[src/rtl/mips_cpu_pkg.sv]
// Shared MIPS bus CPU types: load-type encoding (decoder, request block, readback)
// and the bus readback state machine states.
package mips_cpu_pkg;

    typedef enum logic [2:0] {
        LT_LW  = 3'd0,
        LT_LB  = 3'd1,
        LT_LBU = 3'd2,
        LT_LH  = 3'd3,
        LT_LHU = 3'd4,
        LT_LWL = 3'd5,
        LT_LWR = 3'd6
    } load_type_t;

    typedef enum logic [1:0] {
        ST_IDLE = 2'd0,
        ST_WAIT = 2'd1,
        ST_DONE = 2'd2
    } rb_state_t;

endpackage

[src/rtl/mips_cpu_bus_readback_if.sv]
// Memory bus signals seen by the readback stage: request strobes from the
// request block, plus the memory's waitrequest/readdata responses.
interface mips_cpu_bus_readback_if;
    logic        read;
    logic        write;
    logic        fetch;
    logic        waitrequest;
    logic [31:0] readdata;

    modport master (output read, write, fetch, input waitrequest, readdata);
    modport slave  (input read, write, fetch, waitrequest, readdata);
endinterface

[src/rtl/mips_cpu_bus_load_align.sv]
// Combinational load alignment: lane select, sign/zero extension and
// LWL/LWR merge of a little-endian memory word into a register value.
module mips_cpu_bus_load_align
    import mips_cpu_pkg::*;
(
    input  logic [31:0] readdata,
    input  load_type_t  load_type,
    input  logic [1:0]  addr_offset,
    input  logic [31:0] rt_old,
    output logic [31:0] aligned
);
    logic [7:0]  byte_sel;
    logic [15:0] half_sel;
    logic [4:0]  shl;
    logic [4:0]  shr;
    logic [31:0] mask_keep_low;
    logic [31:0] mask_keep_high;

    assign byte_sel       = readdata[{addr_offset, 3'b000} +: 8];
    assign half_sel       = readdata[{addr_offset[1], 4'b0000} +: 16];
    assign shl            = {2'd3 - addr_offset, 3'b000};
    assign shr            = {addr_offset, 3'b000};
    // LWL keeps the rt bytes below the shifted word, LWR keeps those above it
    assign mask_keep_low  = (32'h1 << shl) - 32'd1;
    assign mask_keep_high = ~(32'hFFFF_FFFF >> shr);

    always_comb begin
        aligned = readdata;
        case (load_type)
            LT_LB:   aligned = {{24{byte_sel[7]}}, byte_sel};
            LT_LBU:  aligned = {24'd0, byte_sel};
            LT_LH:   aligned = {{16{half_sel[15]}}, half_sel};
            LT_LHU:  aligned = {16'd0, half_sel};
            LT_LWL:  aligned = (readdata << shl) | (rt_old & mask_keep_low);
            LT_LWR:  aligned = (readdata >> shr) | (rt_old & mask_keep_high);
            default: aligned = readdata;
        endcase
    end
endmodule

[src/rtl/mips_cpu_bus_readback.sv]
// Bus response stage: tracks bus accesses through waitrequest, stalls the CPU,
// captures fetches/loads. Optional bus timeout under MIPS_CPU_BUS_TIMEOUT_EN.
module mips_cpu_bus_readback
    import mips_cpu_pkg::*;
#(
    parameter int TIMEOUT_CYCLES = 255
) (
    input  logic                           clk,
    input  logic                           reset,
    mips_cpu_bus_readback_if.slave         bus,
    input  load_type_t                     load_type,
    input  logic [1:0]                     addr_offset,
    input  logic [31:0]                    rt_old,
    output logic                           stall,
    output logic [31:0]                    instr,
    output logic [31:0]                    load_data,
    output logic                           load_valid,
    output logic                           bus_error
);
    rb_state_t   state_reg, state_next;
    logic [31:0] instr_reg;
    logic [31:0] load_data_reg;
    logic        load_valid_reg;
    logic        bus_error_reg;
    logic        timeout_hit;
    logic        req;
    logic        complete;
    logic [31:0] aligned;

    assign req = bus.read | bus.write;

    mips_cpu_bus_load_align u_align (
        .readdata    (bus.readdata),
        .load_type   (load_type),
        .addr_offset (addr_offset),
        .rt_old      (rt_old),
        .aligned     (aligned)
    );

`ifdef MIPS_CPU_BUS_TIMEOUT_EN
    localparam int CNT_W = ($clog2(TIMEOUT_CYCLES + 1) > 8) ? 8 : $clog2(TIMEOUT_CYCLES + 1);
    localparam logic [CNT_W-1:0] CNT_LAST = CNT_W'(TIMEOUT_CYCLES - 1);

    // Counts stall cycles of the current access; the accepting cycle is the first
    logic [CNT_W-1:0] wait_cnt_reg;

    assign timeout_hit = (state_reg == ST_WAIT) && req && bus.waitrequest
                         && (wait_cnt_reg >= CNT_LAST);

    always_ff @(posedge clk) begin
        if (reset) begin
            wait_cnt_reg  <= '0;
            bus_error_reg <= 1'b0;
        end else begin
            wait_cnt_reg <= (state_next == ST_WAIT) ? wait_cnt_reg + 1'b1 : '0;
            if (timeout_hit)
                bus_error_reg <= 1'b1;
        end
    end
`else
    logic unused_cfg;
    assign unused_cfg    = (TIMEOUT_CYCLES == 0);
    assign timeout_hit   = 1'b0;
    assign bus_error_reg = 1'b0;
`endif

    always_comb begin
        state_next = state_reg;
        complete   = 1'b0;
        case (state_reg)
            ST_IDLE, ST_DONE: begin
                state_next = ST_IDLE;
                if (req && !bus_error_reg) begin
                    if (bus.waitrequest) begin
                        state_next = ST_WAIT;
                    end else begin
                        complete   = 1'b1;
                        state_next = bus.read ? ST_DONE : ST_IDLE;
                    end
                end
            end
            ST_WAIT: begin
                // Strobe dropped mid-access: abandon without capture
                if (!req) begin
                    state_next = ST_IDLE;
                end else if (!bus.waitrequest) begin
                    complete   = 1'b1;
                    state_next = bus.read ? ST_DONE : ST_IDLE;
                end else if (timeout_hit) begin
                    state_next = ST_IDLE;
                end
            end
            default: state_next = ST_IDLE;
        endcase
    end

    always_ff @(posedge clk) begin
        if (reset) begin
            state_reg      <= ST_IDLE;
            instr_reg      <= '0;
            load_data_reg  <= '0;
            load_valid_reg <= 1'b0;
        end else begin
            state_reg      <= state_next;
            load_valid_reg <= complete && bus.read && !bus.fetch;
            if (complete && bus.read) begin
                if (bus.fetch)
                    instr_reg <= bus.readdata;
                else
                    load_data_reg <= aligned;
            end
        end
    end

    assign stall      = req & bus.waitrequest & ~bus_error_reg;
    assign instr      = instr_reg;
    assign load_data  = load_data_reg;
    assign load_valid = load_valid_reg;
    assign bus_error  = bus_error_reg;
endmodule

[src/flat_wrapper.sv]
// flat-port wrapper written by rule: the top's interface ports become plain ports
module mips_cpu_bus_readback_flat import mips_cpu_pkg::*;
#(
    parameter int TIMEOUT_CYCLES = 255
)
  (clk, reset, load_type, addr_offset, rt_old, stall, instr, load_data, load_valid, bus_error, bus_read, bus_write, bus_fetch, bus_waitrequest, bus_readdata);
  mips_cpu_bus_readback_if bus_i ();
  input  logic clk;
  input  logic reset;
  input  load_type_t load_type;
  input  logic [1:0] addr_offset;
  input  logic [31:0] rt_old;
  output logic stall;
  output logic [31:0] instr;
  output logic [31:0] load_data;
  output logic load_valid;
  output logic bus_error;
  input wire logic [$bits(bus_i.read)-1:0] bus_read;
  input wire logic [$bits(bus_i.write)-1:0] bus_write;
  input wire logic [$bits(bus_i.fetch)-1:0] bus_fetch;
  input wire logic [$bits(bus_i.waitrequest)-1:0] bus_waitrequest;
  input wire logic [$bits(bus_i.readdata)-1:0] bus_readdata;
  assign bus_i.read = bus_read;
  assign bus_i.write = bus_write;
  assign bus_i.fetch = bus_fetch;
  assign bus_i.waitrequest = bus_waitrequest;
  assign bus_i.readdata = bus_readdata;
  mips_cpu_bus_readback #(.TIMEOUT_CYCLES(TIMEOUT_CYCLES)) u_core (.clk(clk), .reset(reset), .bus(bus_i), .load_type(load_type), .addr_offset(addr_offset), .rt_old(rt_old), .stall(stall), .instr(instr), .load_data(load_data), .load_valid(load_valid), .bus_error(bus_error));
endmodule
[config.mk]
export PLATFORM = sky130hd
export DESIGN_NAME = mips_cpu_bus_readback_flat
export DESIGN_NICKNAME = d
export VERILOG_FILES = /design/src/rtl/mips_cpu_pkg.sv /design/src/rtl/mips_cpu_bus_readback_if.sv /design/src/rtl/mips_cpu_bus_load_align.sv /design/src/rtl/mips_cpu_bus_readback.sv /design/src/flat_wrapper.sv
export SDC_FILE = /design/constraint.sdc
export NUM_CORES = 1
export LEC_CHECK = 0
export CORE_UTILIZATION = 49
export DETAILED_ROUTE_END_ITERATION = 10
export GPL_ROUTABILITY_DRIVEN = 1
export PLACE_DENSITY_LB_ADDON = 0.1
export SYNTH_ARGS = -nofsm -noshare
export SYNTH_HDL_FRONTEND = slang
export SYNTH_HIERARCHICAL = 1
export SYNTH_SLANG_ARGS = --single-unit
[constraint.sdc]
create_clock -name clk -period 2.75 [get_ports clk]
set_input_delay 0.4125 -clock clk [delete_from_list [all_inputs] [get_ports clk]]
set_output_delay 0.4125 -clock clk [all_outputs]
set_load 0.02 [all_outputs]
==> flow_summary.toml, run 1 <==
[finish]
area_growth_pct = 32.7
final_cell_count_no_fill = 794
utilization_pct = 67.4
diodes = 0
layout.nets = 732
num-fill-cells = 855
drive_above_1_share_pct = 13.3

[routing]
detail_route.first_pass.iterations = 5
wirelength_um = 16500
ant_nets = 0
vias_per_cell = 5.81
drc = 0
drt_iter0_drc = 364
avgRoutedWirePerCell_um = 20.8
via_count = 4610

[timing]
clock_skew_ns = 0.00555
fin_crit_ns = 2.40
setup_viol = 0
tns_ns = 0
slew-limit-headroom_pct = 28.4
worst_slew_pin_slew_ns = 1.07
final-max-slew-violation-count = 0
whs_ns = 0.474
rsz0062_at_grt = "no"
fmax_mhz = 416
fin_crit_sh_pct = 87.4
hold_viol = 0
worst_slack_ns = 0.345

[die]
die_y_um = 103
io_pins = 142
core_sq_um = 9820
rows = 36
die_area_sq_um = 10600
start_util_pct = 50.8
die_x_um = 103

[cts]
cts_tree = "built"
numCtsBuffers = 9
cts_root_buf = "clkbuf_8"
clock_latency_ns = 0.36
cts_setup_buffers = 0
cts_buffer_depth = 2
post_cts_resize_count = 0
clk_pin_slew_ns = 0.08
clkSinkCount = 67
cts_hold_buf = 0
htree_num_levels = 3

[synth]
ys_seq_elements = 67
synth_top_cell_by_area = "dfxtp_1"
postSynthAreaPerCell_sq_um = 9.46
ys_types = 51
synth-compound-area-share_pct = 12.8
syn_inst = 527
synth_simple_gate_area_share_pct = 24.2
async_flop_share_pct = 0
syn_nets = 603
synth.area.top_cells = "dfxtp_1 27%, mux2i_1 18%, nand2b_1 16%"
synth_flop_cell = "dfxtp_1"
synth_top_area_share_pct = 26.9
synth_fa_ha_area_share_pct = 0.251
yosys_warnings = 6
synth_edf_count = 0
yosys-top-cells-count = "130 x nand2b_1, 88 x mux2i_1, 67 x dfxtp_1"
synthMuxAreaShare_pct = 29.4
yosysSeqAreaShare_pct = 26.9
synth_top_family_by_area = "multiplexers"
yosysMostFrequentCell = "nand2b_1"
synth_xor_area_share_pct = 0
netlist_area_sq_um = 4990

[power_and_ir_drop]
cellPowerDensity_nw_per_um2 = 393
ir_worst_vdd_v = 0.000267
p_int_w = 0.00176
power.leakage_nw = 2.40
p_switching_w = 0.000841
power_frac_clock_pct = 29.5
combPwrFrac_pct = 31.0
seqPwrFrac_pct = 39.5
p_sw_share_pct = 32.4

[placed_design]
globalplace.congestion = 0.951
port_buffers = 140
pre_cts_ws_ns = 0.121
place_inst = 778
place_hpwl_um = 12200

[critical_path]
critical_path_class = "in2reg"
path_buf_inv = 1
crit_slowest_cell = "a21oi_1"
end_kind = "flip-flop"
start_kind = "primary input"
path_max_fanout = 9
slowest_delay_ns = 0.84
critical_path_required_ns = 3.03
crit_chain = "clkdlybuf4s50_1, nand3b_1, a21oi_1, a222oi_1, nand2_1, nand2b_1, mux2i_1"
crit_family = "compound AO/OA/AOI/OAI gates"
crit_arrival_ns = 2.69

[flow_run]
maxCapViolCount = 0

[status]
status = "finished clean"

[global_routing]
overflow = 0
antenna_found_initial = 0
grt_pass1_vias = 4554
grt_pass1_wl_um = 25500
track_usage_pct = 32.7
grt_max_degree = 51

[min_path]
hold_path_class = "reg2reg"
[metrics by stage]
| stage | total power [W] | instance area (sq um) |
|---|---|---|
| 3_3_place_gp | 0.00183 | 6440 |
| 4_1_cts | 0.00261 | 6620 |
| 6_report | 0.00260 | 6620 |
| 3_5_place_dp | 0.00184 | 6440 |
| 5_1_grt | 0.00271 | 6620 |
| 2_1_floorplan | 0.00151 | 4990 |
[power by group through the flow]
stage | sequential [W] | combinational [W] | clock (W)
global placement | 0.00105 | 0.000783 | 0
finish | 0.00103 | 0.000805 | 0.000768
detailed placement | 0.00105 | 0.000789 | 0
global route | 0.00103 | 0.000854 | 0.000827
floorplan | 0.00109 | 0.000424 | 0
CTS | 0.00103 | 0.000794 | 0.000786
[area by class of cell]
type / count / area, sq um / share of cell area [%]
flip-flops and latches: 67 / 1340 / 20.3
repair buffers: 165 / 1590 / 24.0
well taps: 133 / 166 / 2.52
inverters: 3 / 11.3 / 0.170
clock inverters: 6 / 41.3 / 0.624
clock buffers: 10 / 138 / 2.08
multi-input cells: 410 / 3330 / 50.4
[worst paths after layout]
kind                                            from                    to  slack (ns)  cells after the start
worst max-delay path                    load_type[1]   u_core/load_data[1]        0.35                      7
worst min-delay path            u_core/load_data[24]  u_core/load_data[24]        0.47                      2
worst max register to register   u_core/state_reg[0]   u_core/load_data[7]        1.27                      4
worst min register to register  u_core/load_data[24]  u_core/load_data[24]        0.47                      2
[logic make-up after synthesis]
| kind of cell | after synthesis |
|---|---|
| simple gates | 207 |
| flops | 67 |
| buf+inv | 50 |
| mux | 123 |
| fa+ha+maj | 1 |
| compound gates | 78 |
| other cells | 1 |
[layout by cell type (no fill, tap or decap), types with 2 or more instances in the layout]
cell / count
mux2i_1: 88
nand2b_1: 130
nor2_1: 13
buf_4: 24
buf_2: 3
dfxtp_1: 67
nand2_1: 38
clkbuf_8: 10
clkdlybuf4s50_1: 137
a2bb2oi_1: 2
a222oi_1: 8
a22oi_1: 6
inv_1: 2
nor3b_1: 2
mux2_2: 18
and2_1: 7
and3b_1: 2
nor3_1: 2
mux4_2: 17
a31oi_1: 8
clkinv_2: 2
o32a_1: 7
clkinvlp_4: 3
o22a_1: 11
o21ai_0: 13
nand3b_1: 2
a32o_1: 6
a22o_1: 8
[worst register-to-register path, stage by stage (launching register included)]
cell,delay [ns]
dfxtp_1,0.30
and2_4,0.17
nor3_4,0.14
buf_4,0.49
mux2i_1,0.31
[routing by layer]
layer  up-vias  track usage [%]  wire [um]
li1       2149                -          -
met1      2179             43.0       6810
met2       246             52.3       7780
met3        36             7.12       1430
met4         0             12.7        512
met5         -                0          0
(Power assumes the default switching activity.)
==> run 2, diff against run 1 <==
Settings changed: SLEW_MARGIN from default to 10.
==> results of run 2 <==
No change in the layout: final DEF, timing and power equal those of run 1.
